==> config.mk <==
export PLATFORM = sky130hd
export DESIGN_NAME = fpu_issue_scheduler
export DESIGN_NICKNAME = d
export VERILOG_FILES = /design/src/rtl/fpu_issue_scheduler.sv
export SDC_FILE = /design/constraint.sdc
export NUM_CORES = 1
export LEC_CHECK = 0
export BUFFER_PORTS_ARGS = -buffer_cell sky130_fd_sc_hd__buf_2
export CORE_AREA = 2 2 157 159
export CTS_CLUSTER_DIAMETER = 120
export CTS_CLUSTER_SIZE = 28
export DETAILED_ROUTE_END_ITERATION = 10
export DIE_AREA = 0 0 159 161
export GPL_ROUTABILITY_DRIVEN = 0
export HOLD_SLACK_MARGIN = 0.1
export PLACE_DENSITY_LB_ADDON = 0.15
export SETUP_SLACK_MARGIN = 0.05
export SKIP_CTS_REPAIR_TIMING = 1
export SYNTH_ARGS = -nofsm -noshare
export SYNTH_HDL_FRONTEND = slang
export SYNTH_SLANG_ARGS = --single-unit
==> constraint.sdc <==
create_clock -name clk -period 3.68 [get_ports clk]
set_clock_uncertainty 0.15 [all_clocks]
set_input_delay 0 -clock clk [delete_from_list [all_inputs] [get_ports clk]]
set_output_delay 0 -clock clk [all_outputs]
set_load 0.005 [all_outputs]
==> src/rtl/fpu_issue_scheduler.sv <==
// fpu_issue_scheduler: single-issue front end for the pipelined FPU cores
// (adder, multiplier, divider, ftoi, itof, sqrt). Registers the shared operand
// bus, tracks each in-flight op in a result-slot reservation vector, and
// captures the selected core output onto a single collision-free result bus.
// Optional build macro FPU_SCHED_FLUSH_EN adds a 'flush' input that kills
// every in-flight op.
module fpu_issue_scheduler #(
  parameter int TAG_W    = 5,
  parameter int LAT_ADD  = 4,
  parameter int LAT_MUL  = 3,
  parameter int LAT_DIV  = 12,
  parameter int LAT_FTOI = 2,
  parameter int LAT_ITOF = 2,
  parameter int LAT_SQRT = 12,
  parameter int MAX_LAT  = 12
) (
  input  logic             clk,
  input  logic             rst_n,
`ifdef FPU_SCHED_FLUSH_EN
  input  logic             flush,
`endif
  input  logic             req_valid,
  output logic             req_ready,
  input  logic [2:0]       req_op,
  input  logic [31:0]      req_a,
  input  logic [31:0]      req_b,
  input  logic [TAG_W-1:0] req_tag,
  output logic [31:0]      fpu_a,
  output logic [31:0]      fpu_b,
  output logic [5:0]       fpu_add_operation,
  input  logic [31:0]      add_result,
  input  logic [31:0]      mul_result,
  input  logic [31:0]      div_result,
  input  logic [31:0]      ftoi_result,
  input  logic [31:0]      itof_result,
  input  logic [31:0]      sqrt_result,
  output logic             res_valid,
  output logic [31:0]      res_data,
  output logic [TAG_W-1:0] res_tag,
  output logic             res_err,
  output logic             busy
);

  // Handshake: a request transfers on a rising edge where req_valid and
  // req_ready are both high; req_ready is combinational from req_op and the
  // reservation vector, and a stalled requester must hold its request.
  // Results have no backpressure: res_valid is a one-cycle strobe.

  localparam logic [2:0] U_ADD  = 3'd0;
  localparam logic [2:0] U_MUL  = 3'd1;
  localparam logic [2:0] U_DIV  = 3'd2;
  localparam logic [2:0] U_FTOI = 3'd3;
  localparam logic [2:0] U_ITOF = 3'd4;
  localparam logic [2:0] U_SQRT = 3'd5;
  localparam logic [2:0] U_NONE = 3'd6;

  function automatic int lat_of(input logic [2:0] op);
    case (op)
      3'd0, 3'd1: lat_of = LAT_ADD;
      3'd2:       lat_of = LAT_MUL;
      3'd3:       lat_of = LAT_DIV;
      3'd4:       lat_of = LAT_FTOI;
      3'd5:       lat_of = LAT_ITOF;
      3'd6:       lat_of = LAT_SQRT;
      default:    lat_of = 1;
    endcase
  endfunction

  function automatic logic [2:0] unit_of(input logic [2:0] op);
    case (op)
      3'd0, 3'd1: unit_of = U_ADD;
      3'd2:       unit_of = U_MUL;
      3'd3:       unit_of = U_DIV;
      3'd4:       unit_of = U_FTOI;
      3'd5:       unit_of = U_ITOF;
      3'd6:       unit_of = U_SQRT;
      default:    unit_of = U_NONE;
    endcase
  endfunction

  logic             flush_i;
`ifdef FPU_SCHED_FLUSH_EN
  assign flush_i = flush;
`else
  assign flush_i = 1'b0;
`endif

  // Slot k set: the owning core's output is valid during the cycle after
  // k more edges. Slot 1 therefore feeds the capture stage next edge.
  logic [MAX_LAT:1] slot_busy;
  logic [2:0]       slot_unit [1:MAX_LAT];
  logic [TAG_W-1:0] slot_tag  [1:MAX_LAT];

  logic             pend_valid;
  logic [2:0]       pend_unit;
  logic [TAG_W-1:0] pend_tag;

  int               req_lat;
  logic             accept;
  logic [31:0]      core_sel;

  // Ready when the landing slot of this op is free after this edge's shift.
  always_comb begin
    req_lat   = lat_of(req_op);
    req_ready = 1'b0;
    if (!flush_i && req_lat <= MAX_LAT) begin
      req_ready = 1'b1;
      for (int k = 1; k <= MAX_LAT; k++) begin
        if (slot_busy[k] && (k == req_lat + 1)) req_ready = 1'b0;
      end
    end
  end

  assign accept = req_valid && req_ready;

  // Result mux; the reserved opcode has no core and returns zero.
  always_comb begin
    core_sel = '0;
    case (pend_unit)
      U_ADD:   core_sel = add_result;
      U_MUL:   core_sel = mul_result;
      U_DIV:   core_sel = div_result;
      U_FTOI:  core_sel = ftoi_result;
      U_ITOF:  core_sel = itof_result;
      U_SQRT:  core_sel = sqrt_result;
      default: core_sel = '0;
    endcase
  end

  // Operand registers load only on accept and hold otherwise.
  always_ff @(posedge clk or negedge rst_n) begin
    if (!rst_n) begin
      fpu_a             <= '0;
      fpu_b             <= '0;
      fpu_add_operation <= '0;
    end else if (accept) begin
      fpu_a             <= req_a;
      fpu_b             <= req_b;
      fpu_add_operation <= {5'b0, (req_op == 3'd1)};
    end
  end

  // Reservation vector: shift down each edge, insert the accepted op at its latency.
  always_ff @(posedge clk or negedge rst_n) begin
    if (!rst_n) begin
      slot_busy <= '0;
      busy      <= 1'b0;
      for (int k = 1; k <= MAX_LAT; k++) begin
        slot_unit[k] <= '0;
        slot_tag[k]  <= '0;
      end
    end else if (flush_i) begin
      slot_busy <= '0;
      busy      <= 1'b0;
    end else begin
      for (int k = 1; k < MAX_LAT; k++) begin
        slot_busy[k] <= slot_busy[k+1];
        slot_unit[k] <= slot_unit[k+1];
        slot_tag[k]  <= slot_tag[k+1];
      end
      slot_busy[MAX_LAT] <= 1'b0;
      for (int k = 1; k <= MAX_LAT; k++) begin
        if (accept && (k == req_lat)) begin
          slot_busy[k] <= 1'b1;
          slot_unit[k] <= unit_of(req_op);
          slot_tag[k]  <= req_tag;
        end
      end
      busy <= (|slot_busy) | accept;
    end
  end

  // Capture: slot 1 arms the pending stage, which samples the core output one edge later.
  always_ff @(posedge clk or negedge rst_n) begin
    if (!rst_n) begin
      pend_valid <= 1'b0;
      pend_unit  <= '0;
      pend_tag   <= '0;
      res_valid  <= 1'b0;
      res_data   <= '0;
      res_tag    <= '0;
      res_err    <= 1'b0;
    end else begin
      pend_valid <= slot_busy[1] && !flush_i;
      pend_unit  <= slot_unit[1];
      pend_tag   <= slot_tag[1];
      res_valid  <= pend_valid && !flush_i;
      if (pend_valid && !flush_i) begin
        res_data <= core_sel;
        res_tag  <= pend_tag;
        res_err  <= (pend_unit == U_NONE);
      end
    end
  end

endmodule

==> impl_metrics.py <==
metrics = {
    "detailed_routing": {
        "drt-initial-drc-count": 469,
        "via_per_inst": 4.876,
        "drtAntennaViolNets": 0,
        "wl_um": 28100,
        "vias": 7533,
        "wl_per_cell_um": 18.19,
        "dr.pass1.iters": 5,
        "drc": 0,
    },
    "clock_tree": {
        "cts_tree": "done",
        "clk_latency_ns": 0.48,
        "htree_levels": 1,
        "root_buffer": "clkbuf_16",
        "cts_buffer_depth": 3,
        "numClockSinks": 222,
        "path_clk_slew_ns": 0.12,
        "cts_buffers": 11,
    },
    "critical_path": {
        "timing.rr.end": "res_data[24]",
        "critPathMaxFanout": 34,
        "r2r-start": "pend_unit[1]",
        "r2r_slack_ns": 0.32,
        "crit_start": "pend_unit[1]",
        "ff2ff_path_depth": 6,
        "required_ns": 3.95,
        "worst_ep_arrival_time_ns": 3.63,
        "worstSetupPathType": "flop to flop",
        "end_kind": "flop",
        "setup.worst_path.end": "res_data[24]",
        "setup.worst_path.start_class": "flop",
    },
    "hold_path": {
        "hp-class": "primary input to asynchronous set/reset pin",
    },
    "layout": {
        "final_util": 0.5628,
        "layout_commonest_cell": "buf_2",
        "drive_gt1_frac": 0.4182,
        "fillers": 2088,
        "final_cell_mix": "buf_2 (371), dfrtp_1 (218), dlygate4sd3_1 (185), mux2i_1 (67), mux2_2 (53)",
        "num-nets-final": 1483,
        "syn2layout_area_growth_pct": 42.45,
    },
    "floorplanning": {
        "core_um2": 23960,
        "io_pins": 378,
        "die_area_um2": 25600,
        "placementRows": 57,
        "die_y_um": 161,
        "initial_utilization": 0.3951,
        "die_width_um": 159,
    },
    "sta": {
        "timing_max_transition_violations_final": 0,
        "setup_tns_ns": 0,
        "grt_setup_unrepaired": "false",
        "timing.final.crit_share": 0.9139,
        "holdWs_ns": 0.04953,
        "hold_viol": 0,
        "fin_crit_ns": 3.363,
        "tightest_slew_ns": 0.9307,
        "setup_viol_count_final": 0,
        "relSlewSlack": 0.3795,
        "fmax_mhz": 297.3,
    },
    "yosys": {
        "ys_ff_latch": 222,
        "synth_area_um2": 9467,
        "avgSynthCellArea_um2": 12.64,
        "yosysUniqueCellTypes": 45,
        "synth_seq_area_share": 0.5868,
        "synthCells": 749,
        "yosys_warnings": 0,
    },
    "grt": {
        "grt_max_degree": 123,
        "grt-ovfl-total": 0,
        "grt.total_usage": 0.1952,
        "antenna_found_initial": 6,
        "top_usage_layer": "met2",
        "grt_pass1_wl_um": 38880,
        "gr-usage-met3": 0.04366,
        "first_global_vias": 6454,
        "grt_use_met1": 0.2499,
        "use_met2": 0.3255,
    },
    "outcome": {
        "status": "complete, no violations",
    },
    "placement": {
        "dp_hpwl_um": 19270,
        "portBuffers": 372,
    },
    "run": {
        "cap_viol_max_count": 0,
    },
    "power": {
        "p_leak_nw": 6.507,
        "vdd.ir_drop.worst_mv": 0.4000,
        "powerDensity_nw_per_um2": 458.2,
    },
}
## where the power goes
group          internal (mW)  total (mW)  switching, mW
sequential              2.90        3.17          0.264
combinational          0.980        1.69          0.708
clock                  0.573        1.33          0.753
total                   4.45        6.18           1.72
## final cells by class
| type | instances | area [um^2] | area share |
|---|---|---|---|
| Antenna cell | 4 | 10.01 | 0.0007423 |
| Clock buffer | 14 | 296.5 | 0.02199 |
| Inverter | 6 | 22.52 | 0.001670 |
| Multi-Input combinational cell | 410 | 3367 | 0.2497 |
| Sequential cell | 222 | 5563 | 0.4125 |
| Tap cell | 324 | 405.4 | 0.03006 |
| Timing Repair Buffer | 565 | 3821 | 0.2834 |
## routing by layer
| metal | vias to the layer above | routed length (um) | share of wire |
|---|---|---|---|
| met5 | - | 32 | 0.0011 |
| li1 | 3472 | - | - |
| met2 | 277 | 14060 | 0.50 |
| met1 | 3712 | 11340 | 0.40 |
| met4 | 4 | 1097 | 0.039 |
| met3 | 68 | 1572 | 0.056 |
## worst min path at each step
stage / start / end / slack, ns / depth (start not counted)
after CTS: rst_n / fpu_b[13] / -0.49 / 1
final: rst_n / fpu_b[10] / 0.05 / 2
after global placement: rst_n / fpu_b[24] / 0.02 / 1
after detailed placement: rst_n / fpu_b[24] / 0.03 / 1
after global routing: rst_n / fpu_b[10] / 0.12 / 2
after floorplan: rst_n / busy / -0.45 / 0
## flip-flops by register name (all words and copies together) (netlist names), 5 cells and up
name / cells
fpu_a: 32
res_data: 32
slot_busy: 12
pend_tag: 5
slot_tag: 60
slot_unit: 36
res_tag: 5
fpu_b: 32
## cell usage after synthesis (all sizes together)
master	number	area share
o21a	3	0.0024
dfrtp	222	0.59
o31a	1	0.00093
nor4	4	0.0033
nor2b	12	0.0079
o22ai	8	0.0053
o31ai	1	0.00079
nand4	2	0.0013
nor4b	1	0.0016
a221o	1	0.0011
mux2	93	0.13
o211ai	3	0.0038
xnor2	1	0.00093
o21ai	19	0.010
clkbuf	79	0.031
a211o	20	0.019
conb	1	0.00040
mux2i	67	0.071
o22a	1	0.00093
nor3	1	0.0011
a31oi	13	0.0086
a211oi	3	0.0024
inv	5	0.0020
nor2	48	0.019
o32ai	1	0.00093
nand2b	4	0.0026
nand2	23	0.0094
a31o	4	0.0037
buf	36	0.025
clkinv	1	0.00040
a21oi	49	0.026
nand3	5	0.0026
nor3b	1	0.00079
and4	1	0.00093
or2	6	0.0040
mux4	5	0.012
o32a	2	0.0021
a21o	2	0.0016
## cells by family (layout without fill, tap and decap cells)
logic type	count (synthesis)	after routing	share of synthesized area
and+or+nand+nor	108	108	0.05459
DFF	222	222	0.5868
buffers and inverters	121	585	0.05908
other	1	9	0.0003961
AOI/OAI and AO/OA	131	131	0.08895
muxes	165	165	0.2092
xor gates and xnor gates	1	1	0.0009254
## worst max-delay path, cell delays in order, from the launching register on
cell           delay [ns]
dfrtp_2              0.84
buf_4                0.52
mux2i_1              0.15
a211o_1              0.30
dlygate4sd3_1        0.56
a31oi_1              0.18
dlygate4sd3_1        0.57
## through the flow
step	setup WS [ns]	power [mW]	instances	cell area (um^2)
finish	0.3168	6.179	1545	13490
CTS	1.229	5.940	1356	11620
floorplan	1.921	3.980	753	9482
global route	0.1873	6.504	1545	13490
global placement	1.373	4.572	1342	11330
detailed placement	1.249	4.598	1342	11330
No activity file was read; power rests on OpenSTA's default activity.
